[config.mk]
export PLATFORM = sky130hd
export DESIGN_NAME = control_muestreo_temp
export DESIGN_NICKNAME = d
export VERILOG_FILES = /design/src/rtl/control_muestreo_temp.sv
export SDC_FILE = /design/constraint.sdc
export NUM_CORES = 1
export LEC_CHECK = 0
export CORE_MARGIN = 3
export CORE_UTILIZATION = 49
export DETAILED_ROUTE_END_ITERATION = 10
export PLACE_DENSITY = 0.78
export SETUP_SLACK_MARGIN = 0.5
export SYNTH_ARGS = -nofsm -noshare
export SYNTH_HDL_FRONTEND = slang
export SYNTH_SLANG_ARGS = --single-unit
[constraint.sdc]
create_clock -name clk -period 1.45 [get_ports clk]
set_input_delay 0.29 -clock clk [delete_from_list [all_inputs] [get_ports clk]]
set_output_delay 0.29 -clock clk [all_outputs]
set_load 0.01 [all_outputs]
[src/rtl/control_muestreo_temp.sv]
// Sampling scheduler: paces sensor reads, runs the request/valid handshake with timeout,
// registers accepted readings and the out-of-range persistence count. Optional macro: PROMEDIO_TEMP_EN.
module control_muestreo_temp #(
    parameter int PERIODO   = 100,
    parameter int TIMEOUT   = 16,
    parameter int TEMP_BAJO = 180,
    parameter int TEMP_ALTO = 259
) (
    input  logic               clk,
    input  logic               rst,
    input  logic               habilitar,
    input  logic signed [10:0] temp_sensor,
    input  logic               sensor_valido,
    output logic               solicitud,
    output logic signed [10:0] temp_registrado,
    output logic [2:0]         contador_fuera_rango,
    output logic               muestra_nueva,
    output logic               error_sensor,
    output logic [1:0]         estado_ctrl
);

    typedef enum logic [1:0] {
        ESPERA    = 2'b00,
        SOLICITUD = 2'b01,
        ACTUALIZA = 2'b10,
        ERROR     = 2'b11
    } estado_t;

    localparam int PW = (PERIODO > 1) ? $clog2(PERIODO) : 1;
    localparam int TW = (TIMEOUT > 1) ? $clog2(TIMEOUT) : 1;
    localparam logic [PW-1:0] PER_MAX = PW'(PERIODO - 1);
    localparam logic [TW-1:0] TO_MAX  = TW'(TIMEOUT - 1);
    localparam logic signed [10:0] LIM_BAJO = 11'(TEMP_BAJO);
    localparam logic signed [10:0] LIM_ALTO = 11'(TEMP_ALTO);

    estado_t               r_estado;
    estado_t               w_estado_sig;
    logic [PW-1:0]         r_cnt_per;
    logic [PW-1:0]         w_cnt_per_sig;
    logic [TW-1:0]         r_cnt_to;
    logic [TW-1:0]         w_cnt_to_sig;
    logic                  w_capturar;

    logic signed [10:0]    r_captura;
    logic                  r_solicitud;
    logic signed [10:0]    r_temp;
    logic [2:0]            r_contador;
    logic                  r_muestra_nueva;
    logic                  r_error;

    logic signed [10:0]    w_muestra;
    logic                  w_fuera;
    logic [2:0]            w_contador_sig;

    // ------------------------------------------------------------------
    // FSM: state and pacing counters
    // ------------------------------------------------------------------
    always_ff @(posedge clk) begin
        if (rst) begin
            r_estado  <= ESPERA;
            r_cnt_per <= '0;
            r_cnt_to  <= '0;
        end else begin
            r_estado  <= w_estado_sig;
            r_cnt_per <= w_cnt_per_sig;
            r_cnt_to  <= w_cnt_to_sig;
        end
    end

    always_comb begin
        w_estado_sig  = r_estado;
        w_cnt_per_sig = '0;
        w_cnt_to_sig  = '0;
        w_capturar    = 1'b0;
        unique case (r_estado)
            ESPERA: begin
                if (habilitar) begin
                    if (r_cnt_per == PER_MAX) begin
                        w_estado_sig = SOLICITUD;
                    end else begin
                        w_cnt_per_sig = r_cnt_per + 1'b1;
                    end
                end
            end
            SOLICITUD: begin
                // An abort outranks a late reply; a reply outranks the timeout.
                if (!habilitar) begin
                    w_estado_sig = ESPERA;
                end else if (sensor_valido) begin
                    w_capturar   = 1'b1;
                    w_estado_sig = ACTUALIZA;
                end else if (r_cnt_to == TO_MAX) begin
                    w_estado_sig = ERROR;
                end else begin
                    w_cnt_to_sig = r_cnt_to + 1'b1;
                end
            end
            ACTUALIZA: w_estado_sig = ESPERA;
            ERROR:     w_estado_sig = ESPERA;
            default:   w_estado_sig = ESPERA;
        endcase
    end

    // ------------------------------------------------------------------
    // Sample value used for registering and the range test
    // ------------------------------------------------------------------
`ifdef PROMEDIO_TEMP_EN
    logic signed [10:0] r_hist [3];
    logic               r_hist_lleno;
    logic signed [12:0] w_suma;

    function automatic logic signed [12:0] ext13(input logic signed [10:0] v);
        return {{2{v[10]}}, v};
    endfunction

    // The window is the current capture plus the three accepted before it.
    always_comb begin
        if (r_hist_lleno) begin
            w_suma = ext13(r_captura) + ext13(r_hist[0]) + ext13(r_hist[1]) + ext13(r_hist[2]);
        end else begin
            w_suma = ext13(r_captura) <<< 2;
        end
        w_muestra = w_suma[12:2];
    end

    // NOTE: history entries carry no reset; r_hist_lleno gates them, so the first
    // sample after reset overwrites whatever they held.
    always_ff @(posedge clk) begin
        if (!rst && r_estado == ACTUALIZA) begin
            r_hist[0] <= r_captura;
            r_hist[1] <= r_hist_lleno ? r_hist[0] : r_captura;
            r_hist[2] <= r_hist_lleno ? r_hist[1] : r_captura;
        end
    end

    always_ff @(posedge clk) begin
        if (rst) begin
            r_hist_lleno <= 1'b0;
        end else if (r_estado == ACTUALIZA) begin
            r_hist_lleno <= 1'b1;
        end
    end
`else
    always_comb begin
        w_muestra = r_captura;
    end
`endif

    always_comb begin
        w_fuera = (w_muestra < LIM_BAJO) || (w_muestra > LIM_ALTO);
        if (!w_fuera) begin
            w_contador_sig = 3'd0;
        end else if (r_contador == 3'd7) begin
            w_contador_sig = 3'd7;
        end else begin
            w_contador_sig = r_contador + 3'd1;
        end
    end

    // ------------------------------------------------------------------
    // Registered outputs
    // ------------------------------------------------------------------
    always_ff @(posedge clk) begin
        if (rst) begin
            r_captura       <= '0;
            r_solicitud     <= 1'b0;
            r_temp          <= '0;
            r_contador      <= '0;
            r_muestra_nueva <= 1'b0;
            r_error         <= 1'b0;
        end else begin
            r_solicitud     <= (w_estado_sig == SOLICITUD);
            r_muestra_nueva <= 1'b0;
            if (w_capturar) begin
                r_captura <= temp_sensor;
            end
            if (r_estado == ACTUALIZA) begin
                r_temp          <= w_muestra;
                r_contador      <= w_contador_sig;
                r_error         <= 1'b0;
                r_muestra_nueva <= 1'b1;
            end
            if (w_estado_sig == ERROR) begin
                r_error <= 1'b1;
            end
        end
    end

    assign solicitud            = r_solicitud;
    assign temp_registrado      = r_temp;
    assign contador_fuera_rango = r_contador;
    assign muestra_nueva        = r_muestra_nueva;
    assign error_sensor         = r_error;
    assign estado_ctrl          = r_estado;

endmodule

==> flow_summary.toml <==
[floorplanning]
dieArea_um2 = 3886
die_height_um = 62.34
rows = 19
die_w_um = 62.34
core_area_um2 = 2877
ioPinCount = 34
start_util = 0.5407

[placed_design]
io_buffers = 33
hpwl_um = 2416
placed_area_um2 = 2027
place_congestion = 0.7480
dp_slack_ns = -0.1743

[cts]
clock_path_buffers = 2
clkSlewWorstSetupHoldPaths_ns = 0.11
cts_tree = "done"
cts_made_buffers = 5
htree_levels = 2
cts_num_sinks = 41
clock-root-buffer = "clkbuf_4"
clk_latency_ns = 0.35

[sta]
slew_headroom = 0.7306
min_period_ns = 1.486
timing.final.crit_share = 1.025
hold_ws_ns = 0.4660
fin_skew_ns = 0.005162
setup_viol = 2
tightest_slew_ns = 0.4041
fin_ws_ns = -0.03633
rsz0062_at_grt = "yes"
fmaxAchievable_ghz = 0.6728
finalHoldViolations = 0
maxSlewViolCount = 0
tns_ns = -0.05679

[cells_and_area]
layout-drive-gt1-share = 0.5892
layout_common_cells = "nand2_1, buf_6, dfxtp_2, a21oi_2, buf_4"
final_util = 0.8987
nets = 259
syn_to_final_growth_pct = 66.21
stdcell_area_um2 = 2585
multi_input_area_um2 = 1018
n_fill_cell = 127
final-seq-area_um2 = 857.1
antenna_cells = 0

[logic_synthesis]
yosysWarnings = 0
synth.avg_cell_area_um2 = 8.592
synth.largest_area_cell = "dfxtp_1"
ys_seq_area_frac = 0.5278
synth.distinct_cells = 29
ys_ff_latch = 41
netlist_area_um2 = 1555
syn-instance-count = 181
netlist_top_cells_area = "dfxtp_1, nand2_1, a21oi_1, nor2_1, ha_1"
synth_nets = 199
yosysTopAreaCellShare = 0.5278

[detailed_routing]
dr_total_vias = 1548
drt_iter0_markers = 68
wl_um = 4999
firstDrtPassIters = 4
drc = 0
via_per_inst = 5.470
antenna_left = 0
wl_per_cell_um = 17.66

[setup_path]
startpoint = "r_captura[8]"
cp-end-kind = "register"
r2r-start = "r_captura[8]"
cp.arrival_ns = 1.72
crit_end = "contador_fuera_rango[2]"
crit_fanout = 4
reg2regPathDepth = 4
crit_path_start_kind = "register"
rrSetupSlack_ns = -0.04
cp.required_ns = 1.68
r2r_end = "contador_fuera_rango[2]"
criticalPathCategory = "register to register"

[flow_run]
maxCapViolations = 0

[global_route]
track_usage = 0.2078
grt_pass1_wl_um = 6403
grt_pass1_vias = 1368
grt.overflow.total = 0
grt_max_degree = 29
antenna_found_initial = 0

[run_status]
outcome = "complete, but fails checks"
violations = "negative setup slack"

[pwr]
cellPowerDensity_nw_per_um2 = 705.6
peakVddDrop_mv = 0.7359
leakage_nw = 1.056

[min_path]
hold_class = "register to register"
state kept, by name, summed over array words and instances, names as in the netlist:
name                  count
solicitud                 1
r_cnt_to                  4
muestra_nueva             1
r_cnt_per                 7
estado_ctrl               2
r_captura                11
contador_fuera_rango      3
error_sensor              1
temp_registrado          11
worst max-delay path, stage by stage, from the launching register on:
cell,delay [ns]
dfxtp_1,0.41
nor3b_1,0.27
nand2_2,0.11
a2111oi_4,0.48
nor3_1,0.10
report_power, final:
| group | internal (W) | switching [W] |
|---|---|---|
| Clock | 0.000229 | 0.000357 |
| Sequential | 0.00112 | 0.00000323 |
| Combinational | 0.0000560 | 0.0000544 |
kinds of logic after synthesis:
logic type,count (synthesis),share of synthesized area
and+or+nand+nor,88,0.2470
xor gates and xnor gates,7,0.03942
DFF,41,0.5278
adders and majority gates,3,0.02414
AOI/OAI and AO/OA,30,0.1247
muxes,1,0.006436
buffers and inverters,11,0.03057
cell type report:
type | instances | share of cell area
clock buffers | 7 | 0.02130
multi-input cells | 130 | 0.3940
repair buffers | 60 | 0.2285
flip-flops and latches | 41 | 0.3316
well taps | 42 | 0.02033
inverters | 3 | 0.004356
synth_stat cells:
cell type,instances
nor3b_1,1
buf_2,5
inv_1,3
buf_1,1
a2111oi_2,1
ha_1,3
nand3_1,4
mux2i_1,1
xnor2_1,4
o211a_1,1
or3_1,1
or2_1,1
o21ai_1,1
a31oi_1,1
xor2_1,3
nor2_1,19
nor3_1,3
a32o_1,1
nand2b_1,2
nand3b_1,2
nor4_2,1
nand2_1,48
a2111oi_4,1
clkbuf_1,2
nor4_1,2
and3_1,1
a21oi_1,24
dfxtp_1,41
nor2b_1,3
per-stage QoR:
step	instances	power (W)
2_1_floorplan	181	0.001182
3_3_place_gp	256	0.001231
3_5_place_dp	256	0.001232
4_1_cts	277	0.001797
5_1_grt	283	0.001887
6_report	283	0.001824
routing by layer:
metal | part of all wire | global-route usage | vias up
met3 | 0.043 | 0.05586 | 15
met5 | 0 | 0 | -
li1 | - | - | 722
met4 | 0.032 | 0.08264 | 0
met2 | 0.53 | 0.3669 | 47
met1 | 0.39 | 0.2376 | 764
how the worst min path moves through the flow:
stage	start	end	slack [ns]	depth (start not counted)
6_report	r_captura[0]	temp_registrado[0]	0.47	2
5_1_grt	r_cnt_to[0]	r_cnt_to[0]	0.49	1
4_1_cts	temp_registrado[5]	temp_registrado[5]	0.47	2
3_5_place_dp	temp_registrado[5]	temp_registrado[5]	0.45	2
3_3_place_gp	r_cnt_to[0]	r_cnt_to[0]	0.43	1
2_1_floorplan	r_cnt_to[0]	r_cnt_to[0]	0.42	1
what timing repair did:
item / CTS / global route
gates resized for setup: 129 / 64
setup buffers: 13 / 5
endpoints found under the setup margin: 58 / 59
pin swaps: 11 / 39
hold buffers: 0 / 0
gates cloned: 1 / 1
Note: power is estimated with default switching activity, not from simulation.
